==> src/rtl/tdc_pkg.sv <==
// Shared types and constants for the TDC phase-error post-processing slice.
package tdc_pkg;

  localparam int unsigned TDC_BITS = 6;
  localparam int unsigned PHE_BITS = 7;

  typedef logic [TDC_BITS-1:0]        tdc_code_t;
  typedef logic signed [PHE_BITS-1:0] phe_t;

  typedef enum logic [1:0] {IDLE, SETTLE, ACCUM, DONE} cal_state_t;

  localparam tdc_code_t CODE_MAX = '1;

endpackage

==> src/rtl/tdc_phe_proc_if.sv <==
// Data/control bundle between the TDC decoder side and the phase-error processor.
interface tdc_phe_proc_if;
  import tdc_pkg::*;

  tdc_code_t CODE;
  logic      EN;
  logic      CAL_START;
  logic      OFFSET_SEL;
  tdc_code_t OFFSET_OVR;
  phe_t      PHE;
  logic      PHE_VLD;
  logic      CAL_BUSY;
  logic      CAL_DONE;
  tdc_code_t CAL_MEAN;
  tdc_code_t CAL_RANGE;

  modport master (
    output CODE, EN, CAL_START, OFFSET_SEL, OFFSET_OVR,
    input  PHE, PHE_VLD, CAL_BUSY, CAL_DONE, CAL_MEAN, CAL_RANGE
  );

  modport slave (
    input  CODE, EN, CAL_START, OFFSET_SEL, OFFSET_OVR,
    output PHE, PHE_VLD, CAL_BUSY, CAL_DONE, CAL_MEAN, CAL_RANGE
  );

endinterface

==> src/rtl/tdc_stat_acc.sv <==
// Calibration statistics: sample sum, min/max spread, sample count and rounded mean.
module tdc_stat_acc
  import tdc_pkg::*;
#(
  parameter int unsigned AVG_LOG2 = 4
) (
  input  logic      CLKY,
  input  logic      NRST,
  input  logic      clr,
  input  logic      en,
  input  tdc_code_t code,
  output logic      last,
  output tdc_code_t mean,
  output tdc_code_t spread
);

  localparam int unsigned AccW = TDC_BITS + AVG_LOG2;
  localparam logic [AccW:0] Half = (AccW + 1)'(1) << (AVG_LOG2 - 1);

  logic [AccW-1:0]     acc_q;
  logic [AVG_LOG2-1:0] cnt_q;
  tdc_code_t           min_q;
  tdc_code_t           max_q;
  logic [AccW:0]       rnd;
  logic [AccW:0]       shifted;

  // Accumulate one sample per enabled cycle; clr re-arms for a new window.
  always_ff @(posedge CLKY or negedge NRST) begin
    if (!NRST) begin
      acc_q <= '0;
      cnt_q <= '0;
      min_q <= CODE_MAX;
      max_q <= '0;
    end else if (clr) begin
      acc_q <= '0;
      cnt_q <= '0;
      min_q <= CODE_MAX;
      max_q <= '0;
    end else if (en) begin
      acc_q <= acc_q + AccW'(code);
      cnt_q <= cnt_q + 1'b1;
      if (code < min_q) min_q <= code;
      if (code > max_q) max_q <= code;
    end
  end

  // Round-half-up mean with saturation; last flags the final sample of the window.
  always_comb begin
    rnd     = {1'b0, acc_q} + Half;
    shifted = rnd >> AVG_LOG2;
    mean    = (shifted > (AccW + 1)'(CODE_MAX)) ? CODE_MAX : shifted[TDC_BITS-1:0];
    spread  = max_q - min_q;
    last    = en && (&cnt_q);
  end

endmodule

==> src/rtl/tdc_phe_proc.sv <==
// TDC post-processing: registers the code, subtracts the offset and runs offset calibration.
module tdc_phe_proc
  import tdc_pkg::*;
#(
  parameter int unsigned AVG_LOG2   = 4,
  parameter int unsigned SETTLE_CYC = 2,
  parameter int unsigned OFFSET_RST = 0
) (
  input  logic           CLKY,
  input  logic           NRST,
  tdc_phe_proc_if.slave  bus
);

  localparam tdc_code_t  OffsetRst  = tdc_code_t'(OFFSET_RST);
  localparam logic [7:0] SettleLast = 8'(SETTLE_CYC - 1);

  tdc_code_t  code_q;
  phe_t       phe_q;
  logic       phe_vld_q;
  tdc_code_t  offset_cal_q;
  tdc_code_t  cal_range_q;
  tdc_code_t  offset_eff;
  cal_state_t state_q, state_d;
  logic [7:0] settle_cnt_q;
  logic       st_clr, st_en, st_last;
  logic       cal_busy, cal_done;
  tdc_code_t  st_mean, st_spread;

  tdc_stat_acc #(
    .AVG_LOG2 (AVG_LOG2)
  ) u_stat_acc (
    .CLKY   (CLKY),
    .NRST   (NRST),
    .clr    (st_clr),
    .en     (st_en),
    .code   (code_q),
    .last   (st_last),
    .mean   (st_mean),
    .spread (st_spread)
  );

  assign offset_eff = bus.OFFSET_SEL ? bus.OFFSET_OVR : offset_cal_q;

  // Code capture and phase-error register; PHE holds while EN is low.
  always_ff @(posedge CLKY or negedge NRST) begin
    if (!NRST) begin
      code_q    <= '0;
      phe_q     <= '0;
      phe_vld_q <= 1'b0;
    end else begin
      code_q    <= bus.CODE;
      phe_vld_q <= bus.EN;
      if (bus.EN) phe_q <= phe_t'({1'b0, code_q} - {1'b0, offset_eff});
    end
  end

  // Calibration FSM state register and settle counter.
  always_ff @(posedge CLKY or negedge NRST) begin
    if (!NRST) begin
      state_q      <= IDLE;
      settle_cnt_q <= '0;
    end else begin
      state_q      <= state_d;
      settle_cnt_q <= (state_q == SETTLE) ? settle_cnt_q + 1'b1 : '0;
    end
  end

  // Calibration FSM next-state logic; CAL_START is honoured only in IDLE.
  always_comb begin
    state_d = state_q;
    unique case (state_q)
      IDLE:    if (bus.CAL_START) state_d = (SETTLE_CYC == 0) ? ACCUM : SETTLE;
      SETTLE:  if (settle_cnt_q == SettleLast) state_d = ACCUM;
      ACCUM:   if (st_last) state_d = DONE;
      DONE:    state_d = IDLE;
      default: state_d = IDLE;
    endcase
  end

  // Calibration FSM outputs.
  always_comb begin
    st_clr   = (state_q == IDLE) && bus.CAL_START;
    st_en    = (state_q == ACCUM);
    cal_busy = (state_q == SETTLE) || (state_q == ACCUM);
    cal_done = (state_q == DONE);
  end

  // Latch calibration results when leaving DONE; they hold until the next run completes.
  always_ff @(posedge CLKY or negedge NRST) begin
    if (!NRST) begin
      offset_cal_q <= OffsetRst;
      cal_range_q  <= '0;
    end else if (state_q == DONE) begin
      offset_cal_q <= st_mean;
      cal_range_q  <= st_spread;
    end
  end

  assign bus.PHE       = phe_q;
  assign bus.PHE_VLD   = phe_vld_q;
  assign bus.CAL_BUSY  = cal_busy;
  assign bus.CAL_DONE  = cal_done;
  assign bus.CAL_MEAN  = offset_cal_q;
  assign bus.CAL_RANGE = cal_range_q;

endmodule

==> src/flat_wrapper.sv <==
// flat-port wrapper written by rule: the top's interface ports become plain ports
module tdc_phe_proc_flat import tdc_pkg::*;
#(
  parameter int unsigned AVG_LOG2   = 4,
  parameter int unsigned SETTLE_CYC = 2,
  parameter int unsigned OFFSET_RST = 0
)
  (CLKY, NRST, bus_CODE, bus_EN, bus_CAL_START, bus_OFFSET_SEL, bus_OFFSET_OVR, bus_PHE, bus_PHE_VLD, bus_CAL_BUSY, bus_CAL_DONE, bus_CAL_MEAN, bus_CAL_RANGE);
  tdc_phe_proc_if bus_i ();
  input  logic CLKY;
  input  logic NRST;
  input wire logic [$bits(bus_i.CODE)-1:0] bus_CODE;
  input wire logic [$bits(bus_i.EN)-1:0] bus_EN;
  input wire logic [$bits(bus_i.CAL_START)-1:0] bus_CAL_START;
  input wire logic [$bits(bus_i.OFFSET_SEL)-1:0] bus_OFFSET_SEL;
  input wire logic [$bits(bus_i.OFFSET_OVR)-1:0] bus_OFFSET_OVR;
  output wire logic [$bits(bus_i.PHE)-1:0] bus_PHE;
  output wire logic [$bits(bus_i.PHE_VLD)-1:0] bus_PHE_VLD;
  output wire logic [$bits(bus_i.CAL_BUSY)-1:0] bus_CAL_BUSY;
  output wire logic [$bits(bus_i.CAL_DONE)-1:0] bus_CAL_DONE;
  output wire logic [$bits(bus_i.CAL_MEAN)-1:0] bus_CAL_MEAN;
  output wire logic [$bits(bus_i.CAL_RANGE)-1:0] bus_CAL_RANGE;
  assign bus_i.CODE = bus_CODE;
  assign bus_i.EN = bus_EN;
  assign bus_i.CAL_START = bus_CAL_START;
  assign bus_i.OFFSET_SEL = bus_OFFSET_SEL;
  assign bus_i.OFFSET_OVR = bus_OFFSET_OVR;
  assign bus_PHE = bus_i.PHE;
  assign bus_PHE_VLD = bus_i.PHE_VLD;
  assign bus_CAL_BUSY = bus_i.CAL_BUSY;
  assign bus_CAL_DONE = bus_i.CAL_DONE;
  assign bus_CAL_MEAN = bus_i.CAL_MEAN;
  assign bus_CAL_RANGE = bus_i.CAL_RANGE;
  tdc_phe_proc #(.AVG_LOG2(AVG_LOG2), .SETTLE_CYC(SETTLE_CYC), .OFFSET_RST(OFFSET_RST)) u_core (.CLKY(CLKY), .NRST(NRST), .bus(bus_i));
endmodule
==> config.mk <==
export PLATFORM = sky130hd
export DESIGN_NAME = tdc_phe_proc_flat
export DESIGN_NICKNAME = d
export VERILOG_FILES = /design/src/rtl/tdc_pkg.sv /design/src/rtl/tdc_phe_proc_if.sv /design/src/rtl/tdc_stat_acc.sv /design/src/rtl/tdc_phe_proc.sv /design/src/flat_wrapper.sv
export SDC_FILE = /design/constraint.sdc
export NUM_CORES = 1
export LEC_CHECK = 0
export ABC_AREA = 0
export CORE_MARGIN = 8
export CORE_UTILIZATION = 57
export DETAILED_ROUTE_END_ITERATION = 16
export HOLD_SLACK_MARGIN = 0.12
export PLACE_DENSITY = 0.8
export SLEW_MARGIN = 10
export SYNTH_ARGS = -nofsm -noshare
export SYNTH_HDL_FRONTEND = slang
export SYNTH_SLANG_ARGS = --single-unit
==> constraint.sdc <==
create_clock -name CLKY -period 2.7 [get_ports CLKY]
set_input_delay 0.54 -clock CLKY [delete_from_list [all_inputs] [get_ports CLKY]]
set_output_delay 0.54 -clock CLKY [all_outputs]
set_load 0.02 [all_outputs]
# After elaboration in Yosys (flattened, before gate mapping)
# Cells that the tools add are included.
# totals
latchBits	0
mem_bits_rw	0
reg_bits	62
inputBits	17
elab_cells	55
n_memories	0
mem_bits_ro	0
# classes
bitwise_logic	0
shifts	0
n_eq_ne	7
n_mul	0
n_reduce_logical	11
addsub	6
n_lt_le_gt_ge	3
n_div	0
mux	17
# op_table
operator	count
two-way mux 6 bit	8
two-way mux 10 bit	2
adder 10 x 4 -> 11 bit (second input constant)	1
adder 10 x 6 -> 10 bit	1
adder 8 x 1 -> 8 bit (second input constant)	1
== test 8 x 1 -> 1 bit (second input constant)	1
two-way mux 4 bit	2
two-way mux 8 bit	1
case mux 2 bit (4 select lines)	1
greater-than comparator 7 x 6 -> 1 bit (second input constant)	1
subtractor 6 x 6 -> 7 bit	1
greater-than comparator 6 bit	1
< comparator 6 bit	1
two-way mux 2 bit	3
nonzero test 2 bit	3
subtractor 6 bit	1
adder 4 x 1 -> 4 bit (second input constant)	1
== test 2 bit (second input constant)	2
!= test 2 x 1 -> 1 bit (second input constant)	2
AND reduction 2 bit	2
AND reduction 4 bit	1
AND reduction 3 bit	1
== test 2 x 1 -> 1 bit (second input constant)	1
logical AND 1 bit	2
other kinds (3)	3

# Longest topological paths before layout
# logic_depth
ltp_word	4
ltp_mapped	9
ltp_nobuf	8

# Hierarchy
# A second synthesis with hierarchy kept.
# hier_totals
cells_unflattened	366
area_unflattened_um2	3808.7
# by_module_without_submodules
module	area_each_um2	instances	seq_area_each_um2	cells_each
tdc_stat_acc	2092.0	1	658.1	230
tdc_phe_proc	1716.6	1	900.9	136

# Worst setup path before layout
# OpenSTA, ideal clock, no wires.
# synth_timing
path_type	input to register
from	input bus_OFFSET_SEL
to	register u_core.phe_q[4] (netlist: u_core.bus.PHE[4])
required_ns	2.575
cell_stages	9
t_arrival_ns	2.349
slack_ns	0.226
path_buffers	1
path_cell_list	clkbuf_1 > mux2_2 > ha_1 > fa_1 > nor2b_1 > o21ai_0 > nand2b_1 > xor2_1 > mux2_2
# synth_between
elab_chain_cells	2
# synth_lines
element	line_no	rtl
start: declaration	flat_wrapper.sv:15	input wire logic [$bits(bus_i.OFFSET_SEL)-1:0] bus_OFFSET_SEL;
two-way mux 6 bit	tdc_phe_proc.sv:42	assign offset_eff = bus.OFFSET_SEL ? bus.OFFSET_OVR : offset_cal_q;
subtractor 6 x 6 -> 7 bit	tdc_phe_proc.sv:53	if (bus.EN) phe_q <= phe_t'({1'b0, code_q} - {1'b0, offset_eff});
end signal: assignment	tdc_phe_proc.sv:53	
end: declaration	tdc_phe_proc.sv:18	phe_t phe_q;
# Every way passes these cells.
# A chain may end at the register's enable or synchronous reset.

# Worst setup path in the final report
# layout_timing
from	input bus_OFFSET_SEL
to	register u_core.phe_q[5] (netlist: u_core.bus.PHE[5])
# Same word-level chain as after synthesis.

==> impl_metrics.json <==
{
  "status": "finished, final reports clean",
  "whs_ns": 0.229,
  "total_power_w": 0.00491,
  "cp.required_ns": 2.94,
  "avgSynthCellArea_um2": 10.3,
  "rows": 29,
  "routed_via_density": 5.72,
  "leakage_nw": 2.03,
  "rrSetupSlack_ns": 0.58,
  "grt_overflow": 0,
  "yosysWarnings": 0,
  "grt_pass1_vias": 2750,
  "cts_resized": 0,
  "post-cts-setup-buffers": 0,
  "cp-end-kind": "register",
  "antenna_cells": 0,
  "worstHoldPathType": "in2async",
  "cts-root-buf": "clkbuf_8",
  "rsz0062_at_grt": "false",
  "startpoint": "bus_OFFSET_SEL",
  "r2r_start": "u_core.code_q[0]",
  "multi_input_area_um2": 1950,
  "finalSetupTns_ns": 0,
  "clockBufferDepth": 2,
  "maxCapViolCount": 0,
  "synth_top_cell_area_share_pct": 38.3,
  "cp-start-kind": "primary input",
  "cts.sinks": 62,
  "dpl.hpwl_um": 5670,
  "ys_ff_latch": 62,
  "synth_edf_count": 0,
  "vias": 2759,
  "antenna_found_initial": 0,
  "ir_drop_mv": 0.718,
  "nets": 457,
  "timing.rr.end": "u_core.u_stat_acc.acc_q[8]",
  "synth_common_cells": "dfrtp_1 (56), ha_1 (37), nand3_1 (30)",
  "hold_violations": 0,
  "track_usage_pct": 18.5,
  "critPathKind": "in2reg",
  "drt_iter0_markers": 158,
  "cts-hold-fix-buffers": 0,
  "firstDrtPassIters": 4,
  "die_y_um": 96.1,
  "grt_pass1_wl_um": 13100,
  "cp_max_fo": 2,
  "grt_max_degree": 35,
  "ys.flop_type": "dfrtp_1",
  "period_needed_ns": 2.46,
  "seqCellArea_um2": 1560,
  "wl_met2_um": 3850,
  "drive_gt1_share_pct": 11.1,
  "fin_skew_ns": 0.0101,
  "fillers": 465,
  "fin_crit_sh_pct": 91.2,
  "fp.dieW_um": 96.1,
  "slowest_delay_ns": 0.48,
  "avgRoutedWirePerCell_um": 16.2,
  "clk_pin_slew_ns": 0.07,
  "area_growth_pct": 19.4,
  "synth_area_leaders": "dfrtp_1 (38%), ha_1 (13%), dfstp_2 (4.3%), nand3_1 (4.1%), mux2i_1 (3.8%)",
  "clock.fmax_ghz": 0.406,
  "cts_tree": "yes",
  "worst_slew_margin_rel_pct": 54.9,
  "cts_buffers": 9,
  "netlist_area_um2": 3660,
  "cp_cell_sequence": "clkdlybuf4s50_1 -> buf_4 -> mux2i_1 -> ha_1 -> nor2b_1 -> o211ai_1 -> a21boi_0 -> or3_1 -> a31o_2",
  "slew_violations": 0,
  "port_buffers": 38,
  "yosysSeqAreaShare_pct": 42.6,
  "power.density_nw_per_um2": 1120,
  "dr_wl_met3_um": 384,
  "rr_worst_depth": 7,
  "start_util_pct": 58.3,
  "routed.top_layer": "met4",
  "synth_top_cell_by_area": "dfrtp_1",
  "syn_nets": 412,
  "drt_wl_total_um": 7820,
  "drc_errors": 0,
  "fin_area_um2": 4370,
  "ant_nets": 0,
  "finalWeightedCongestion": 0.883,
  "htreeDepth": 3,
  "tightest_slew_ns": 0.676,
  "m1WireLength_um": 3380,
  "io_pins": 39,
  "synth_cell_types": 47,
  "synth.most_common_cell": "dfrtp_1",
  "endpoint": "u_core.bus.PHE[5]",
  "netlist_instances": 355,
  "crit_slowest_cell": "clkdlybuf4s50_1",
  "worstPathArrival_ns": 2.70,
  "setup_viol": 0,
  "core_um2": 6280,
  "clk_latency_ns": 0.35,
  "die-area_um2": 9240,
  "postSynth.asyncResetShare_pct": 100,
  "dpl-instance-area_um2": 4150
}
==> power breakdown <==
part,switching (W),total (W),internal [W]
clock network,0.000369,0.000916,0.000546
registers,0.000259,0.00155,0.00129
logic,0.00130,0.00245,0.00115
==> flip-flops by register name, indices dropped and copies added, names as in the netlist <==
register	cells
u_core.u_stat_acc.max_q	6
u_core.bus.PHE_VLD	1
u_core.bus.CAL_MEAN	6
u_core.u_stat_acc.cnt_q	4
u_core.bus.PHE	7
u_core.u_stat_acc.acc_q	10
u_core.state_q	2
u_core.code_q	6
u_core.settle_cnt_q	8
u_core.u_stat_acc.min_q	6
u_core.bus.CAL_RANGE	6
==> per-stage QoR <==
step           instances  setup slack [ns]  util [%]
4_1_cts              482             0.245      69.7
3_3_place_gp         466           0.00328      66.1
2_1_floorplan        355             0.226         -
6_report             482             0.236      69.7
3_5_place_dp         466            -0.125      66.1
5_1_grt              482             0.180      69.7
==> routing by layer <==
metal | vias to the layer above | GRT usage [%]
met3 | 19 | 3.82
met2 | 68 | 30.6
li1 | 1336 | -
met5 | - | 0
met1 | 1336 | 22.0
met4 | 0 | 10.4
==> critical path, delay by kind of cell <==
kind	cells	cell delay, ns
AND/OR/NAND/NOR	2	0.48
adder cells (fa/ha/maj)	1	0.28
multiplexers	1	0.25
buffers and inverters	2	0.60
AO/OA/AOI/OAI	3	0.56
==> worst min path at each step <==
| stage | depth (start not counted) | to | from | slack [ns] |
|---|---|---|---|---|
| 2_1_floorplan | 0 | u_core.bus.CAL_MEAN[0] | NRST | 0.24 |
| 3_3_place_gp | 1 | u_core.settle_cnt_q[0] | u_core.settle_cnt_q[0] | 0.48 |
| 3_5_place_dp | 2 | u_core.u_stat_acc.min_q[2] | u_core.u_stat_acc.min_q[2] | 0.49 |
| 4_1_cts | 1 | u_core.bus.CAL_RANGE[1] | NRST | 0.23 |
| 5_1_grt | 1 | u_core.bus.PHE[3] | NRST | 0.27 |
| 6_report | 1 | u_core.bus.PHE_VLD | NRST | 0.23 |
==> cell usage in the layout, fill, tap and decap left out, types with 12 or more instances in the layout <==
cell type        count
dfrtp_1             56
ha_1                37
clkdlybuf4s50_1     37
nand3_1             30
inv_1               26
nor2_1              22
o21ai_0             16
mux2i_1             14
xnor2_1             13
nand2_1             12
==> layout make-up <==
type / count / share of cell area (%)
inverters: 27 / 2.32
flip-flops and latches: 62 / 35.7
multi-input cells: 255 / 44.6
well taps: 77 / 2.20
repair buffers: 45 / 10.1
clock inverters: 5 / 1.89
clock buffers: 11 / 3.23
==> cells by family after synthesis <==
| logic type | after synthesis | share of synthesized area, % |
|---|---|---|
| AO/OA/AOI/OAI | 68 | 12.9 |
| XOR/XNOR | 23 | 5.50 |
| adder cells (fa/ha/maj) | 40 | 14.3 |
| buffers and inverters | 38 | 4.10 |
| flip-flops | 62 | 42.6 |
| multiplexers | 23 | 6.70 |
| AND/OR/NAND/NOR | 101 | 14.0 |
Note: power is estimated with default switching activity, not from simulation.
